$ cat src/rtl/packet_slot_allocator_pkg.sv
// Shared packet-controller types: slot index, free-count width and buffer slot count.
package packet_slot_allocator_pkg;
  localparam int SLOT_COUNT = 8;
  localparam int SLOT_IDX_W = $clog2(SLOT_COUNT);
  localparam int FREE_CNT_W = $clog2(SLOT_COUNT + 1);

  typedef logic [SLOT_IDX_W-1:0] slot_idx_t;
  typedef logic [FREE_CNT_W-1:0] free_cnt_t;
endpackage

$ cat src/rtl/packet_slot_allocator_if.sv
// Allocation/free bus between requesters and the slot allocator.
// double_free_err exists only when PACKET_SLOT_DOUBLE_FREE_CHECK_EN is defined.
interface packet_slot_allocator_if
  import packet_slot_allocator_pkg::*;
#(
  parameter int NUM_REQ = 4
);
  logic [NUM_REQ-1:0] alloc_req;
  logic [NUM_REQ-1:0] alloc_gnt;
  slot_idx_t          alloc_index;
  logic               free_valid;
  slot_idx_t          free_index;
  free_cnt_t          free_count;
  logic               all_busy;
  logic               all_free;
`ifdef PACKET_SLOT_DOUBLE_FREE_CHECK_EN
  logic               double_free_err;

  modport master (
    output alloc_req, free_valid, free_index,
    input  alloc_gnt, alloc_index, free_count, all_busy, all_free, double_free_err
  );
  modport slave (
    input  alloc_req, free_valid, free_index,
    output alloc_gnt, alloc_index, free_count, all_busy, all_free, double_free_err
  );
`else
  modport master (
    output alloc_req, free_valid, free_index,
    input  alloc_gnt, alloc_index, free_count, all_busy, all_free
  );
  modport slave (
    input  alloc_req, free_valid, free_index,
    output alloc_gnt, alloc_index, free_count, all_busy, all_free
  );
`endif
endinterface

$ cat src/rtl/packet_slot_allocator_free_slot_finder.sv
// Combinational highest-set-bit priority encoder over the free-slot bitmap.
module free_slot_finder
  import packet_slot_allocator_pkg::*;
#(
  parameter int NUM_ENTRIES = SLOT_COUNT
) (
  input  logic [NUM_ENTRIES-1:0] i_bitmap,
  output logic                   o_valid,
  output slot_idx_t              o_index
);

  always_comb begin
    o_valid = |i_bitmap;
    o_index = '0;
    for (int i = 0; i < NUM_ENTRIES; i++) begin
      if (i_bitmap[i]) o_index = slot_idx_t'(i);
    end
  end

endmodule

$ cat src/rtl/packet_slot_allocator.sv
// Packet-buffer slot allocator: free bitmap, round-robin grant, incremental free count.
// Optional sticky double-free detection under PACKET_SLOT_DOUBLE_FREE_CHECK_EN.
module packet_slot_allocator
  import packet_slot_allocator_pkg::*;
#(
  parameter int NUM_ENTRIES = SLOT_COUNT,
  parameter int NUM_REQ     = 4
) (
  input logic                     clk,
  input logic                     rst_n,
  packet_slot_allocator_if.slave  io_bus
);

  localparam int PTR_W = (NUM_REQ > 1) ? $clog2(NUM_REQ) : 1;

  logic [NUM_ENTRIES-1:0] r_bitmap;
  logic [NUM_ENTRIES-1:0] w_bitmap_next;
  logic [NUM_REQ-1:0]     r_gnt;
  logic [NUM_REQ-1:0]     w_gnt_next;
  logic [NUM_REQ-1:0]     w_elig;
  logic [2*NUM_REQ-1:0]   w_elig_rot;
  slot_idx_t              r_index;
  free_cnt_t              r_count;
  free_cnt_t              w_count_next;
  logic                   r_all_busy;
  logic                   r_all_free;
  logic [PTR_W-1:0]       r_ptr;
  logic [PTR_W-1:0]       w_ptr_next;
  logic [PTR_W-1:0]       w_off;
  logic [PTR_W-1:0]       w_winner;
  logic [PTR_W:0]         w_sum;
  logic [PTR_W:0]         w_sum_wrap;
  logic                   w_win;
  logic                   w_grant;
  logic                   w_sel_valid;
  slot_idx_t              w_sel_idx;
  logic                   w_real_free;

  free_slot_finder #(.NUM_ENTRIES(NUM_ENTRIES)) u_finder (
    .i_bitmap (r_bitmap),
    .o_valid  (w_sel_valid),
    .o_index  (w_sel_idx)
  );

  // A requester sitting in its grant cycle is excluded so it cannot win twice.
  assign w_elig     = io_bus.alloc_req & ~r_gnt;
  assign w_elig_rot = {w_elig, w_elig} >> r_ptr;

  always_comb begin
    w_win = 1'b0;
    w_off = '0;
    for (int k = NUM_REQ - 1; k >= 0; k--) begin
      if (w_elig_rot[k]) begin
        w_win = 1'b1;
        w_off = PTR_W'(k);
      end
    end
  end

  assign w_sum      = {1'b0, r_ptr} + {1'b0, w_off};
  assign w_sum_wrap = w_sum - (PTR_W + 1)'(NUM_REQ);
  assign w_winner   = (w_sum >= (PTR_W + 1)'(NUM_REQ)) ? w_sum_wrap[PTR_W-1:0] : w_sum[PTR_W-1:0];
  assign w_ptr_next = (w_winner == PTR_W'(NUM_REQ - 1)) ? '0 : w_winner + PTR_W'(1);
  assign w_grant    = w_win & w_sel_valid;

  always_comb begin
    w_gnt_next = '0;
    if (w_grant) w_gnt_next[w_winner] = 1'b1;
  end

  // Only a free of a currently-held slot changes the count; allocation reads the pre-edge bitmap.
  assign w_real_free = io_bus.free_valid & ~r_bitmap[io_bus.free_index];

  always_comb begin
    w_bitmap_next = r_bitmap;
    if (io_bus.free_valid) w_bitmap_next[io_bus.free_index] = 1'b1;
    if (w_grant)           w_bitmap_next[w_sel_idx]         = 1'b0;
  end

  assign w_count_next = r_count - free_cnt_t'(w_grant) + free_cnt_t'(w_real_free);

  always_ff @(posedge clk or negedge rst_n) begin
    if (!rst_n) begin
      r_bitmap   <= '1;
      r_gnt      <= '0;
      r_index    <= '0;
      r_count    <= free_cnt_t'(NUM_ENTRIES);
      r_all_busy <= 1'b0;
      r_all_free <= 1'b1;
      r_ptr      <= '0;
    end else begin
      r_bitmap   <= w_bitmap_next;
      r_gnt      <= w_gnt_next;
      r_count    <= w_count_next;
      r_all_busy <= (w_count_next == '0);
      r_all_free <= (w_count_next == free_cnt_t'(NUM_ENTRIES));
      if (w_grant) begin
        r_index <= w_sel_idx;
        r_ptr   <= w_ptr_next;
      end
    end
  end

  assign io_bus.alloc_gnt   = r_gnt;
  assign io_bus.alloc_index = r_index;
  assign io_bus.free_count  = r_count;
  assign io_bus.all_busy    = r_all_busy;
  assign io_bus.all_free    = r_all_free;

`ifdef PACKET_SLOT_DOUBLE_FREE_CHECK_EN
  logic r_double_free_err;

  always_ff @(posedge clk or negedge rst_n) begin
    if (!rst_n) begin
      r_double_free_err <= 1'b0;
    end else if (io_bus.free_valid &&
                 (r_bitmap[io_bus.free_index] || (w_grant && (io_bus.free_index == w_sel_idx)))) begin
      r_double_free_err <= 1'b1;
    end
  end

  assign io_bus.double_free_err = r_double_free_err;
`endif

endmodule

$ cat src/flat_wrapper.sv
// flat-port wrapper written by rule: the top's interface ports become plain ports
module packet_slot_allocator_flat import packet_slot_allocator_pkg::*;
#(
  parameter int NUM_ENTRIES = SLOT_COUNT,
  parameter int NUM_REQ     = 4
)
  (clk, rst_n, io_bus_alloc_req, io_bus_free_valid, io_bus_free_index, io_bus_alloc_gnt, io_bus_alloc_index, io_bus_free_count, io_bus_all_busy, io_bus_all_free);
  packet_slot_allocator_if #(.NUM_REQ(NUM_REQ)) io_bus_i ();
  input logic clk;
  input logic rst_n;
  input wire logic [$bits(io_bus_i.alloc_req)-1:0] io_bus_alloc_req;
  input wire logic [$bits(io_bus_i.free_valid)-1:0] io_bus_free_valid;
  input wire logic [$bits(io_bus_i.free_index)-1:0] io_bus_free_index;
  output wire logic [$bits(io_bus_i.alloc_gnt)-1:0] io_bus_alloc_gnt;
  output wire logic [$bits(io_bus_i.alloc_index)-1:0] io_bus_alloc_index;
  output wire logic [$bits(io_bus_i.free_count)-1:0] io_bus_free_count;
  output wire logic [$bits(io_bus_i.all_busy)-1:0] io_bus_all_busy;
  output wire logic [$bits(io_bus_i.all_free)-1:0] io_bus_all_free;
  assign io_bus_i.alloc_req = io_bus_alloc_req;
  assign io_bus_i.free_valid = io_bus_free_valid;
  assign io_bus_i.free_index = io_bus_free_index;
  assign io_bus_alloc_gnt = io_bus_i.alloc_gnt;
  assign io_bus_alloc_index = io_bus_i.alloc_index;
  assign io_bus_free_count = io_bus_i.free_count;
  assign io_bus_all_busy = io_bus_i.all_busy;
  assign io_bus_all_free = io_bus_i.all_free;
  packet_slot_allocator #(.NUM_ENTRIES(NUM_ENTRIES), .NUM_REQ(NUM_REQ)) u_core (.clk(clk), .rst_n(rst_n), .io_bus(io_bus_i));
endmodule
$ cat config.mk
export PLATFORM = sky130hd
export DESIGN_NAME = packet_slot_allocator_flat
export DESIGN_NICKNAME = d
export VERILOG_FILES = /design/src/rtl/packet_slot_allocator_pkg.sv /design/src/rtl/packet_slot_allocator_if.sv /design/src/rtl/packet_slot_allocator_free_slot_finder.sv /design/src/rtl/packet_slot_allocator.sv /design/src/flat_wrapper.sv
export SDC_FILE = /design/constraint.sdc
export NUM_CORES = 1
export LEC_CHECK = 0
export ABC_AREA = 1
export BUFFER_PORTS_ARGS = -buffer_cell sky130_fd_sc_hd__buf_2
export CORE_ASPECT_RATIO = 1.2
export CORE_MARGIN = 2
export CORE_UTILIZATION = 61
export DETAILED_ROUTE_END_ITERATION = 8
export HOLD_SLACK_MARGIN = 0.08
export PLACE_DENSITY = 0.88
export RECOVER_POWER = 50
export SLEW_MARGIN = 20
export SYNTH_ARGS = -nofsm -noshare
export SYNTH_HDL_FRONTEND = slang
export SYNTH_SLANG_ARGS = --single-unit
$ cat constraint.sdc
create_clock -name clk -period 3.9 [get_ports clk]
set_input_delay 0 -clock clk [delete_from_list [all_inputs] [get_ports clk]]
set_output_delay 0 -clock clk [all_outputs]
set_load 0.03 [all_outputs]
==> out/qor.yml, run 1 <==
status: "completed"
syn_area_mm2: 0.00155
place_hpwl_mm: 2.28
synth-simple-area-share: 0.323
synth_warnings: 0
root_buffer: "clkbuf_4"
synth_most_common_cell: "nand2_1"
ys_seq_elements: 23
firstDrtPassIters: 4
overflow: 0
muxShareOfSynthArea: 0
worst_slew_pin_slew_ns: 1.15
synth-edff-count: 0
setup.worst_path.end_class: "flop"
coreArea_mm2: 0.00248
cts_buffers: 3
max_freq_mhz: 360
hp-class: "primary input to flop"
viasPerCell: 5.18
cts.sinks: 23
yosys_most_used_dff: "dfrtp_1"
start_util: 0.626
finalSetupTns_ns: 0
setup_viol_count_final: 0
die_area_mm2: 0.00296
cp-start-kind: "flop"
postRouteAntennaNets: 0
required_ns: 4.17
rsz0062_at_grt: "false"
syn_inst: 205
fillerInstances: 189
synthXorXnorAreaFrac: 0.0226
final-hold-violation-count: 0
dieWidth_um: 50.0
clk_latency_ns: 0.32
dpl_worst_slack_ns: 1.16
drive_gt1_frac: 0.193
drv_slew: 0
synth_compound_area_frac: 0.0903
synth_cell_types: 27
first_global_vias: 1265
clock_skew_ns: 0.000961
synth_top_family_by_area: "simple AND/OR/NAND/NOR gates"
clockBufferDepth: 2
yosysTopAreaCellShare: 0.210
nets: 254
final_util: 0.706
worstPathArrival_ns: 3.05
drt_iter0_drc: 36
syn_avg_cell_area_um2: 7.57
die_y_um: 59.2
ys_top_cells_by_count: "nand2_1, inv_1, nand3_1, dfrtp_1, nor2_1"
n_antenna_cell: 0
synth_fa_ha_area_frac: 0.0855
drc: 0
synth.area.top_cells: "dfrtp_1, dfstp_2, nand2_1, inv_1, ha_1"
relSlewSlack: 0.233
antenna_found_initial: 0
path_max_fanout: 7
async_reset_ff_frac: 1.00
cts_resized: 0
worstSetupPathType: "flop to flop"
cap_violations: 0
grt_first_pass_wirelength_mm: 5.15
h-tree-depth: 1
route.vias.total: 1379
grt_max_degree: 24
io_buffers: 22
layout_min_cycle_time_ns: 2.78
place_congestion: 0.924
io_pins: 23
grt_usage: 0.228
cts_tree: "yes"
clk_transition_reported_paths_ns: 0.13
final.setup.worst_slack_ns: 1.12
wl_per_cell_um: 11.1
placementRows: 20
synthToLayoutAreaGrowth_pct: 12.7
fin_hold_ws_ns: 0.137
wirelength_mm: 2.94
yosysSeqAreaShare: 0.379
min_period_over_period: 0.713
yosysTopAreaCell: "dfrtp_1"
synth_nets: 225
final timing paths:
kind                                                                from                                       end  slack (ns)  cells past startpoint
max in group asynchronous                                          rst_n     u_core.io_bus.free_count[0]$_DFF_PN0_        2.81                      2
min in group asynchronous                                          rst_n  u_core.io_bus.alloc_index[1]$_DFFE_PN0N_        0.41                      2
worst max-delay path                         u_core.r_ptr[0]$_DFFE_PN0N_          u_core.io_bus.all_free$_DFF_PN1_        1.12                     13
worst min-delay path                                io_bus_free_index[1]              u_core.r_bitmap[3]$_DFF_PN1_        0.14                      5
worst min register to register  u_core.io_bus.alloc_index[2]$_DFFE_PN0N_  u_core.io_bus.alloc_index[2]$_DFFE_PN0N_        0.49                      2
worst max register to register               u_core.r_ptr[0]$_DFFE_PN0N_          u_core.io_bus.all_free$_DFF_PN1_        1.12                     13
placed cells by master, fill, tap and decap left out:
master / instances
a21boi_0: 3
a21oi_1: 4
a31oi_1: 1
buf_2: 15
clkbuf_1: 7
clkbuf_4: 3
clkinvlp_4: 1
dfrtp_1: 13
dfstp_2: 10
dlygate4sd3_1: 4
fa_1: 1
ha_1: 9
inv_1: 34
inv_2: 3
nand2_1: 55
nand2_2: 3
nand2_4: 1
nand3_1: 21
nand3_2: 7
nand3b_1: 2
nand4_1: 2
nor2_1: 13
nor2_2: 1
o21ai_0: 12
o21ai_4: 1
o221ai_1: 1
o22ai_1: 1
or3_1: 1
xnor2_1: 2
xor2_1: 2
per-stage QoR:
stage	cells	area, µm²
after floorplan	205	1550
after global placement	258	1690
final	266	1750
after CTS	266	1760
after global routing	266	1750
after detailed placement	258	1690
sequential cells by signal, indices dropped and copies added (netlist names):
name and cells:
u_core.r_ptr 2, u_core.io_bus.all_busy 1, u_core.io_bus.alloc_gnt 4, u_core.io_bus.free_count 4, u_core.io_bus.alloc_index 3, u_core.r_bitmap 8
u_core.io_bus.all_free 1
area by class of cell:
cell class | instances | area [µm²] | share of cell area
Clock inverter | 1 | 7.51 | 0.00429
Multi-Input combinational cell | 143 | 808 | 0.462
Clock buffer | 3 | 22.5 | 0.0129
Inverter | 37 | 139 | 0.0795
Tap cell | 33 | 41.3 | 0.0236
Timing Repair Buffer | 26 | 141 | 0.0809
Sequential cell | 23 | 588 | 0.336
logic make-up (layout without fill, tap and decap cells):
family / after synthesis / in the layout
adder cells (fa/ha/maj): 10 / 10
AND/OR/NAND/NOR: 106 / 106
XOR/XNOR: 4 / 4
AO/OA/AOI/OAI: 23 / 23
flip-flops: 23 / 23
buffers and inverters: 39 / 67
worst max-delay path, stage by stage, from the launching register on:
cell and delay (ns):
dfrtp_1 0.49, inv_2 0.14, nand3_2 0.11, nand3_1 0.08
nand2_1 0.08, nand2_2 0.11, nor2_1 0.06, nor2_2 0.21
ha_1 0.28, inv_1 0.06, ha_1 0.18, fa_1 0.44
or3_1 0.41, nor2_1 0.10
routing by layer:
metal  wire [µm]  vias up  track usage  share of wire
met3          88        5       0.0303          0.030
li1            -      704            -              -
met2        1570       32        0.412           0.53
met5           0        -            0              0
met1        1240      638        0.272           0.42
met4          48        0       0.0913          0.016
what timing repair did:
item / in CTS / in global routing
hold buffers: 4 / 0
hold endpoints to repair: 25 / 0
setup buffers: 0 / 0
Power of run 1 is left out: the tool's default activity adds up to more than one toggle a clock period on the data nets, which glitch-free logic cannot reach.
==> run 2, diff against run 1 <==
--- a/config.mk
+++ b/config.mk
@@ -9,10 +9,10 @@
 export BUFFER_PORTS_ARGS = -buffer_cell sky130_fd_sc_hd__buf_2
 export CORE_ASPECT_RATIO = 1.2
 export CORE_MARGIN = 2
-export CORE_UTILIZATION = 61
+export CORE_UTILIZATION = 56
 export DETAILED_ROUTE_END_ITERATION = 8
 export HOLD_SLACK_MARGIN = 0.08
-export PLACE_DENSITY = 0.88
+export PLACE_DENSITY = 0.82
 export RECOVER_POWER = 50
 export SLEW_MARGIN = 20
 export SYNTH_ARGS = -nofsm -noshare
==> constraint.sdc (replaced) <==
create_clock -name clk -period 2.8 [get_ports clk]
set_input_delay 0 -clock clk [delete_from_list [all_inputs] [get_ports clk]]
set_output_delay 0 -clock clk [all_outputs]
set_load 0.03 [all_outputs]
==> run 2 against run 1 <==
Effect of this change:
- die area increased by 8.3%
- via count up 0.87%
- critical path depth stayed put
- routed wire length grew 2.9%
- sequential share of layout area down 0.24 points
==> out/qor.yml, run 2 (synthesis gave the netlist of run 1 again) <==
finalSetupTns_ns: 0
hold_depth: 6
min_period_over_period: 0.938
cts_buffers: 3
setup_viol_count_final: 0
nets: 256
route.vias.total: 1391
postPlaceCellArea_mm2: 0.00169
clockBufferDepth: 2
rsz0062_at_grt: "false"
drc: 0
worstPathArrival_ns: 2.88
largest_register_ffs: 8
r2r_end: "u_core.io_bus.all_free$_DFF_PN1_"
dieWidth_um: 52.1
worstSetupPathType: "flop to flop"
r2r_start: "u_core.r_ptr[1]$_DFFE_PN0N_"
grt_usage: 0.207
final-hold-violation-count: 0
synthToLayoutAreaGrowth_pct: 13.7
required_ns: 3.06
antenna_found_initial: 0
clk_latency_ns: 0.32
io_buffers: 22
fin_area_mm2: 0.00176
drv_slew: 0
wirelength_mm: 3.03
hp-start: "io_bus_free_index[1]"
final_common_cell: "nand2_1"
hp-class: "primary input to flop"
h-tree-depth: 1
die_area_mm2: 0.00321
path_max_fanout: 7
start_util: 0.602
postRouteAntennaNets: 0
drt_iter0_drc: 23
cts_tree: "yes"
cap_violations: 0
regMostFlops: "u_core.r_bitmap"
io_pins: 23
n_antenna_cell: 0
coreArea_mm2: 0.00258
clk_transition_reported_paths_ns: 0.13
setup.worst_path.end_class: "flop"
place_congestion: 0.902
max_freq_mhz: 381
r2r_setup_slack_ns: 0.17
overflow: 0
final_util: 0.684
place_hpwl_mm: 2.27
firstDrtPassIters: 5
cts.sinks: 23
clock_skew_ns: 0.00668
viasPerCell: 5.19
wl_per_cell_um: 11.3
layout_min_cycle_time_ns: 2.63
grt_first_pass_wirelength_mm: 4.86
grt_max_degree: 24
cp-start-kind: "flop"
placementRows: 20
holdPathEnd: "u_core.r_bitmap[1]$_DFF_PN1_"
ff2ff_path_depth: 13
crit_path_start: "u_core.r_ptr[1]$_DFFE_PN0N_"
root_buffer: "clkbuf_4"
first_global_vias: 1230
relSlewSlack: 0.217
final_cell_mix: "nand2_1, inv_1, nand3_1"
die_y_um: 61.7
worst_slew_pin_slew_ns: 1.18
drive_gt1_frac: 0.204
status: "completed"
-- run 2: how the worst max path moves through the flow --
stage	end	slack, ns	cells after the start
finish	u_core.io_bus.all_free$_DFF_PN1_	0.17	13
global route	u_core.io_bus.all_free$_DFF_PN1_	0.008	13
CTS	u_core.io_bus.all_free$_DFF_PN1_	0.13	14
detailed placement	u_core.io_bus.all_free$_DFF_PN1_	0.17	13
global placement	u_core.io_bus.all_free$_DFF_PN1_	0.24	14
floorplan	u_core.io_bus.all_free$_DFF_PN1_	0.17	14
-- run 2: layout make-up --
class / instances / area [µm²]
clock inverters: 1 / 7.51
multi-input cells: 143 / 808
flip-flops and latches: 23 / 589
well taps: 33 / 41.3
clock buffers: 3 / 22.5
inverters: 37 / 139
fillers: 233 / 813
repair buffers: 28 / 156
-- run 2: critical path, cell delays in order, from the launching register on --
cell	delay (ns)
dfrtp_1	0.51
inv_2	0.13
nand3_1	0.08
nand2_1	0.10
nand2_2	0.10
nor2_1	0.12
nor2_2	0.05
ha_1	0.27
inv_1	0.04
ha_1	0.21
fa_1	0.37
xor2_1	0.16
or3_1	0.33
nor2_1	0.10
-- run 2: timing repair --
action	in CTS	in global routing
hold endpoints to repair	25	0
setup endpoints to repair	0	2
buffers inserted	0	1
hold buffers	4	0
gates resized for setup	0	1
-- run 2: routing by layer --
metal | track usage | vias to the layer above | routed length, µm | part of all wire
li1 | - | 708 | - | -
met1 | 0.233 | 650 | 1320 | 0.44
met2 | 0.392 | 27 | 1570 | 0.52
met3 | 0.0218 | 6 | 94 | 0.031
met4 | 0.0902 | 0 | 42 | 0.014
met5 | 0 | - | 0 | 0
-- run 2: metrics by stage --
step	hold WS, ns	setup WS [ns]	cells
after floorplan	-0.296	0.175	205
after CTS	0.120	0.132	267
after global routing	0.159	0.00823	268
after global placement	-0.00503	0.239	259
after detailed placement	-0.00141	0.172	259
final	0.133	0.175	268
Power of run 2 is left out for the same reason.
